<file path="config.mk">
export PLATFORM = sky130hd
export DESIGN_NAME = axi4s_uart_tx_arbiter
export DESIGN_NICKNAME = d
export VERILOG_FILES = /design/src/rtl/axi4s_uart_tx_arbiter.sv
export SDC_FILE = /design/constraint.sdc
export NUM_CORES = 1
export LEC_CHECK = 0
export BUFFER_PORTS_ARGS = -buffer_cell sky130_fd_sc_hd__buf_2
export CAP_MARGIN = 15
export CORE_MARGIN = 2
export CORE_UTILIZATION = 47
export DETAILED_ROUTE_END_ITERATION = 10
export PLACE_DENSITY = 0.77
export SLEW_MARGIN = 25
export SYNTH_ARGS = -nofsm -noshare
export SYNTH_HDL_FRONTEND = slang
export SYNTH_SLANG_ARGS = --single-unit
</file>
<file path="constraint.sdc">
create_clock -name aclk -period 2.1 [get_ports aclk]
set_clock_uncertainty 0.2 [all_clocks]
set_input_delay 0.42 -clock aclk [delete_from_list [all_inputs] [get_ports aclk]]
set_output_delay 0.42 -clock aclk [all_outputs]
set_load 0.1 [all_outputs]
</file>
<file path="src/rtl/axi4s_uart_tx_arbiter.sv">
// Round-robin merge of several AXI4-Stream byte sources onto one UART transmit stream.
// Each granted packet is prefixed by a header byte 0xA0|port and guarded by an idle timeout.
module axi4s_uart_tx_arbiter #(
    parameter int NUM_PORTS    = 4,
    parameter int TIMEOUT_TICS = 1000000
) (
    input  logic                   aclk,
    input  logic                   areset,
    input  logic [NUM_PORTS-1:0]   s_tvalid,
    output logic [NUM_PORTS-1:0]   s_tready,
    input  logic [8*NUM_PORTS-1:0] s_tdata,
    input  logic [NUM_PORTS-1:0]   s_tlast,
    output logic                   m_tvalid,
    input  logic                   m_tready,
    output logic [7:0]             m_tdata,
    output logic                   m_tlast,
    output logic [NUM_PORTS-1:0]   grant,
    output logic                   timeout_err
);

    localparam int IDX_W = (NUM_PORTS > 1) ? $clog2(NUM_PORTS) : 1;
    localparam int CNT_W = $clog2(TIMEOUT_TICS);
    localparam logic [CNT_W-1:0] CNT_MAX  = CNT_W'(TIMEOUT_TICS - 1);
    localparam logic [IDX_W-1:0] IDX_LAST = IDX_W'(NUM_PORTS - 1);

    typedef enum logic [1:0] {
        IDLE    = 2'd0,
        HEADER  = 2'd1,
        PAYLOAD = 2'd2
    } state_t;

    state_t               state_reg, state_next;
    logic [NUM_PORTS-1:0] grant_reg, grant_next;
    logic [IDX_W-1:0]     idx_reg, idx_next;
    logic [IDX_W-1:0]     last_grant_reg, last_grant_next;
    logic [CNT_W-1:0]     cnt_reg, cnt_next;
    logic                 timeout_err_reg, timeout_err_next;

    logic [7:0]           port_byte [NUM_PORTS];
    logic                 rr_found;
    logic [IDX_W-1:0]     rr_idx;
    int                   rr_cand;
    logic                 sel_valid;
    logic                 sel_last;
    logic [7:0]           sel_byte;

    generate
        for (genvar gi = 0; gi < NUM_PORTS; gi++) begin : g_port
            assign port_byte[gi] = s_tdata[8*gi +: 8];
            assign s_tready[gi]  = (state_reg == PAYLOAD) && grant_reg[gi] && m_tready;
        end
    endgenerate

    assign sel_valid   = s_tvalid[idx_reg];
    assign sel_last    = s_tlast[idx_reg];
    assign sel_byte    = port_byte[idx_reg];
    assign grant       = grant_reg;
    assign timeout_err = timeout_err_reg;

    // Scan from farthest to nearest so the first requester after last_grant wins.
    always_comb begin
        rr_found = 1'b0;
        rr_idx   = '0;
        rr_cand  = 0;
        for (int k = NUM_PORTS - 1; k >= 0; k--) begin
            rr_cand = int'(last_grant_reg) + 1 + k;
            if (rr_cand >= NUM_PORTS) begin
                rr_cand = rr_cand - NUM_PORTS;
            end
            if (s_tvalid[IDX_W'(rr_cand)]) begin
                rr_found = 1'b1;
                rr_idx   = IDX_W'(rr_cand);
            end
        end
    end

    always_comb begin
        state_next       = state_reg;
        grant_next       = grant_reg;
        idx_next         = idx_reg;
        last_grant_next  = last_grant_reg;
        cnt_next         = cnt_reg;
        timeout_err_next = 1'b0;
        m_tvalid         = 1'b0;
        m_tdata          = 8'h00;
        m_tlast          = 1'b0;
        case (state_reg)
            IDLE: begin
                if (rr_found) begin
                    state_next      = HEADER;
                    idx_next        = rr_idx;
                    last_grant_next = rr_idx;
                    grant_next      = NUM_PORTS'(1) << rr_idx;
                end
            end
            HEADER: begin
                m_tvalid = 1'b1;
                m_tdata  = {4'hA, 1'b0, 3'(idx_reg)};
                if (m_tready) begin
                    state_next = PAYLOAD;
                    cnt_next   = '0;
                end
            end
            PAYLOAD: begin
                m_tvalid = sel_valid;
                m_tdata  = sel_byte;
                m_tlast  = sel_last;
                if (sel_valid && m_tready) begin
                    cnt_next = '0;
                    if (sel_last) begin
                        state_next = IDLE;
                        grant_next = '0;
                    end
                end else if (!sel_valid) begin
                    // Only a silent source counts toward the timeout; a stalled sink never does.
                    if (cnt_reg >= CNT_MAX) begin
                        state_next       = IDLE;
                        grant_next       = '0;
                        cnt_next         = '0;
                        timeout_err_next = 1'b1;
                    end else begin
                        cnt_next = cnt_reg + 1'b1;
                    end
                end
            end
            default: begin
                state_next = IDLE;
                grant_next = '0;
            end
        endcase
    end

    always_ff @(posedge aclk) begin
        if (areset) begin
            state_reg       <= IDLE;
            grant_reg       <= '0;
            idx_reg         <= '0;
            last_grant_reg  <= IDX_LAST;
            cnt_reg         <= '0;
            timeout_err_reg <= 1'b0;
        end else begin
            state_reg       <= state_next;
            grant_reg       <= grant_next;
            idx_reg         <= idx_next;
            last_grant_reg  <= last_grant_next;
            cnt_reg         <= cnt_next;
            timeout_err_reg <= timeout_err_next;
        end
    end

endmodule

</file>
-- Yosys cells after proc, flatten, opt, wreduce, memory -nomap -nowiden
Cells that the tools add are included.
- bits in registers: 31
- bits of input ports: 43
- output and inout port bits: 19
- word-level logic and storage cells: 106
- $add $sub $neg: 9
- $lt $le $gt $ge: 11
- eq/ne operators: 7
- shift-type cells: 1
- muxes and demuxes: 53
- bitwise logic cells: 3
- reductions and logical operators: 16
- operator list (cell ; count):
    $mux W20 ; 4
    $pmux W20 S2 ; 1
    $mux W2 ; 14
    $add A20 B1 Y20 const B ; 1
    $ge A20 B20 Y1 const B ; 1
    $mux W4 ; 5
    $bmux W8 S2 ; 1
    $lt A2 B4 Y1 const B ; 4
    $mux W1 ; 16
    $mux W8 ; 2
    $pmux W8 S2 ; 1
    $bmux W1 S2 ; 6
    $ge A4 B3 Y1 const B ; 3
    $pmux W4 S3 ; 1
    $reduce_and A5 Y1 ; 2
    $logic_and A1 B1 Y1 ; 9
    $add A3 B2 Y4 const B ; 2
    $sub A2 B1 Y2 const B ; 4
    $ge A3 B3 Y1 const B ; 2
    $pmux W2 S3 ; 1
    $add A3 B1 Y4 const B ; 1
    $ne A2 B2 Y1 const B ; 2
    $reduce_or A4 Y1 ; 1
    $shl A1 B2 Y4 const A ; 1
    other kinds (14) ; 15

-- Logic depth before layout (Yosys ltp)
- depth in word-level cells: 14
- gate-level depth with buffers: 8
- mapped depth without buffers: 7

-- Worst setup path before layout
OpenSTA, ideal clock, no wires.
- path kind: reg2out
- start point: register state_reg[0]
- end point: output m_tvalid
- data arrival time: 3.375 ns
- data required time: 1.480 ns
- slack: -1.895 ns
- cell stages (with the launch flop): 6
- path buffers: 2
- cell sequence: dfxtp_1 inv_1 ha_1 clkbuf_1 clkbuf_1 a21boi_0
- longest elaborated chain between the ends: 2
- elaborated cells between the ends (all ways): 3
- classes of those cells: 2 x eq/ne; 1 x mux
- RTL lines (what ; line ; RTL):
    from (decl) ; 32 ; state_t state_reg, state_next;
    from (signal assigned) ; 142 ; state_reg <= state_next;
    $eq A2 B2 Y1 or $eq A2 B1 Y1 (tied branches) ; 87 ; case (state_reg)
    $pmux W1 S2 * ; 87 ;
    to (decl) ; 13 ; output logic m_tvalid,
Mark *: on every way between the ends. The rest lies on a longest branch, timed or not.

-- Worst setup path after layout
- start point: register idx_reg[0]
- end point: output m_tdata[1]
- longest elaborated chain between the ends: 5
- RTL lines (what ; line ; RTL):
    from (decl) ; 34 ; logic [IDX_W-1:0] idx_reg, idx_next;
    from (signal assigned) ; 144 ; idx_reg <= idx_next;
    $not A2 Y3 (implied by the code) ; 56 ; assign sel_byte = port_byte[idx_reg];
    $bmux W8 S2 ; 56 ;
    $mux W8 (implied by the code) (2 in a row) ; 56 ;
    $pmux W8 S2 ; 87 ;
    to (decl) ; 15 ; output logic [7:0] m_tdata,
No other way between the ends. The select of a mux whose other input is x is not followed.

==> impl_results.md <==
- Port bufs: 61
- Die width: 72.30 µm
- Fin. Hold Viols: 0
- CTS root buffer: clkbuf_8
- Num rows: 24
- Critical path class: reg -> out
- Reg2reg start: idx_reg[0]
- Final HPWL DP: 4184 µm
- Switching Fraction: 45.46%
- Utilization after layout: 89.74%
- Fmax: 401.7 MHz
- Final min period: 2.489 ns
- CP required: 1.48 ns
- Crit-path cells: buf_16 -> buf_8 -> mux2i_2 -> o21ai_2 -> nand2_1 -> o31ai_2 -> and2_4 -> buf_12
- Worst Max-Slew Pin Slew: 0.5022 ns
- Hold_buf cts: 0
- Leakage: 0.001510 µW
- Largest net degree at the start of global routing: 25
- Status: finished, violations left
- Crit path launch type: flip-flop
- CP bufs+invs: 3
- Distinct cell type count of the synthesized netlist: 48
- I/O pin total: 62
- Clock-pin slew on the worst setup and hold paths: 0.07 ns
- Sum Neg Setup Slack: -6.906 ns
- Placer congestion estimate: 0.8344
- Setup crit start: idx_reg[0]
- CTS tree: yes
- EDFF count, synth: 0
- Antenna cells: 0
- Slew HR: 66.23%
- Fraction of layout cells with a size suffix above 1: 66.67%
- Synthesized net count: 281
- Hold Crit Start: areset
- Total Power: 4683 µW
- Clk_lat worst skew: 0.29 ns
- Total GRT Usage: 33.43%
- Max reg flops: 20
- Via count: 2517
- Residual DRC: 0
- Crit path max-delay cell type: dfxtp_4
- Layout Area Growth over Synthesis: 80.71%
- First-pass GRT wire length: 13280 µm
- R2R Setup Slk: -0.25 ns
- Final layout net count: 389
- Hold WS: 0.1732 ns
- Combinational share of power: 70.4%
- Leading area contributor after synthesis: dfxtp_1
- NetSw: 2129 µW
- Tcrit/Tclk final: 118.5%
- Final setup fails: 40
- Via-per-instance ratio: 6.388
- Worst slack, placed: -0.1212 ns
- Cts bufs inserted: 5
- Hold Crit Class: in -> reg
- Clk pwr share: 12.5%
- Number of clock sinks: 31
- Max-Cap Viols: 0
- Filler cells: 172
- Worst reg-to-reg path cell count: 10
- H-tree depth: 2
- Routed len/inst: 25.39 µm
- Worst flop-to-flop path endpoint: cnt_reg[18]
- Synth cell count leaders: 31 x dfxtp_1, 22 x nand2_1, 20 x nor3_2
- Violated checks: negative setup slack
- Setup crit end kind: output port
- Async S/R FF share, synth: 0%
- Synth area leaders: dfxtp_1 28%, nor3_2 9.1%, mux4_2 8.2%
- Initial Utilization: 49.66%
- Count leader, synth: dfxtp_1
- #FFs+latches synth: 31
- Number of global-route vias before repair: 2531
- Routed Wire Length: 10000 µm
- DIE AREA: 5227 µm²
- Global route total overflow: 0
- YS warnings: 0
- Mapped Area: 2192 µm²
- Hold-critical path depth: 2
- CP max FO: 4
- Routed Antenna Nets: 0
- Area share of the largest cell type after synthesis: 28.31%
- Reg power frac: 17.1%
- Syn_area_per_cell: 9.368 µm²
- Core Region: 4414 µm²
- Internal Pwr Total: 2555 µW
- Final worst slack: -0.3891 ns
- Post-Syn Instances: 234
- First drt pass iteration count: 5
- Clock buffer depth: 2
- Number of DRC markers in iteration 0: 308
- Peak supply drop: 1.043 mV
- Initial antenna violation count: 0
- Crit path DAT: 1.87 ns
- Die height: 72.30 µm
- Critical path's top delay family: flip-flops
- Post-synth top flop: dfxtp_1
- Fin. max-slew vios: 0
- Peak per-stage delay on the critical path: 0.40 ns
- Hold Path Sink: cnt_reg[18]
- Pwr dens: 1182 nW/µm²
- Post-synthesis sequential area ratio: 28.31%
- RSZ-0062 raised after global routing: yes
==> worst reg2reg max path, cell delays in order, from the launching register on <==
cell and delay, ns:
dfxtp_4 0.38, buf_16 0.14, buf_6 0.12, or3b_4 0.38, o221ai_4 0.26, buf_6 0.17, buf_12 0.14, buf_6 0.11
nor4_4 0.04, xnor2_1 0.14, nor3_2 0.19
==> layout make-up <==
class	count	area, µm²	area share, %
Clock inverter	1	30.03	0.7581
Tap cell	52	65.06	1.642
Timing Repair Buffer	116	1126	28.43
Sequential cell	31	638.1	16.11
Inverter	6	27.53	0.6949
Clock buffer	6	72.57	1.832
Multi-Input combinational cell	182	2002	50.54
==> layer usage <==
layer  GRT usage, %  share of wire, %  vias up
met1          40.00                37     1247
met3          6.944               6.1       42
met2          59.53                53      146
met4          10.90               4.3        0
met5              0                 0        -
li1               -                 -     1082
==> cells by family after synthesis <==
logic type / share of synthesized area, %
flip-flops: 28.31
multiplexers: 14.15
buffers and inverters: 5.137
AO/OA/AOI/OAI: 11.24
AND/OR/NAND/NOR: 31.68
adder cells (fa/ha/maj): 2.283
XOR/XNOR: 7.192
==> what timing repair did <==
action,in CTS,in global routing
pin swaps,37,44
cloned,4,0
setup endpoints to repair,39,39
gates resized for setup,103,56
setup buffers,17,9
==> power by group through the flow <==
stage               combinational [µW]  sequential, µW  clock [µW]
finish                            3300             803         585
global route                      3370             812         602
CTS                               2940             788         574
detailed placement                1930             758           0
global placement                  1900             754           0
floorplan                         1420             881           0
==> worst max-delay path by stage <==
stage,endpoint,slack [ns],cells past startpoint
2_1_floorplan,m_tvalid,-0.06,5
3_3_place_gp,m_tdata[7],-0.09,5
3_5_place_dp,m_tdata[5],-0.12,5
4_1_cts,m_tdata[5],-0.26,5
5_1_grt,m_tdata[1],-0.39,8
6_report,m_tdata[1],-0.39,8
==> through the flow <==
stage / cell area, µm² / std cells
after floorplan: 2291 / 234
after global placement: 2863 / 359
after detailed placement: 2863 / 359
after CTS: 3617 / 387
after global routing: 3961 / 394
final: 3961 / 394
==> cells in the final DEF, fill, tap and decap left out, types with 5 or more instances in the layout <==
master	n
dfxtp_2	5
clkbuf_8	5
buf_6	14
mux4_2	8
nor3_2	15
xnor2_2	9
nor3_4	12
nand2_1	21
and2_4	5
mux2i_1	11
buf_2	47
dfxtp_1	23
and3_4	7
a21oi_1	6
buf_4	30
buf_12	20
xnor2_1	7
Power figures use the tool's default switching activity.
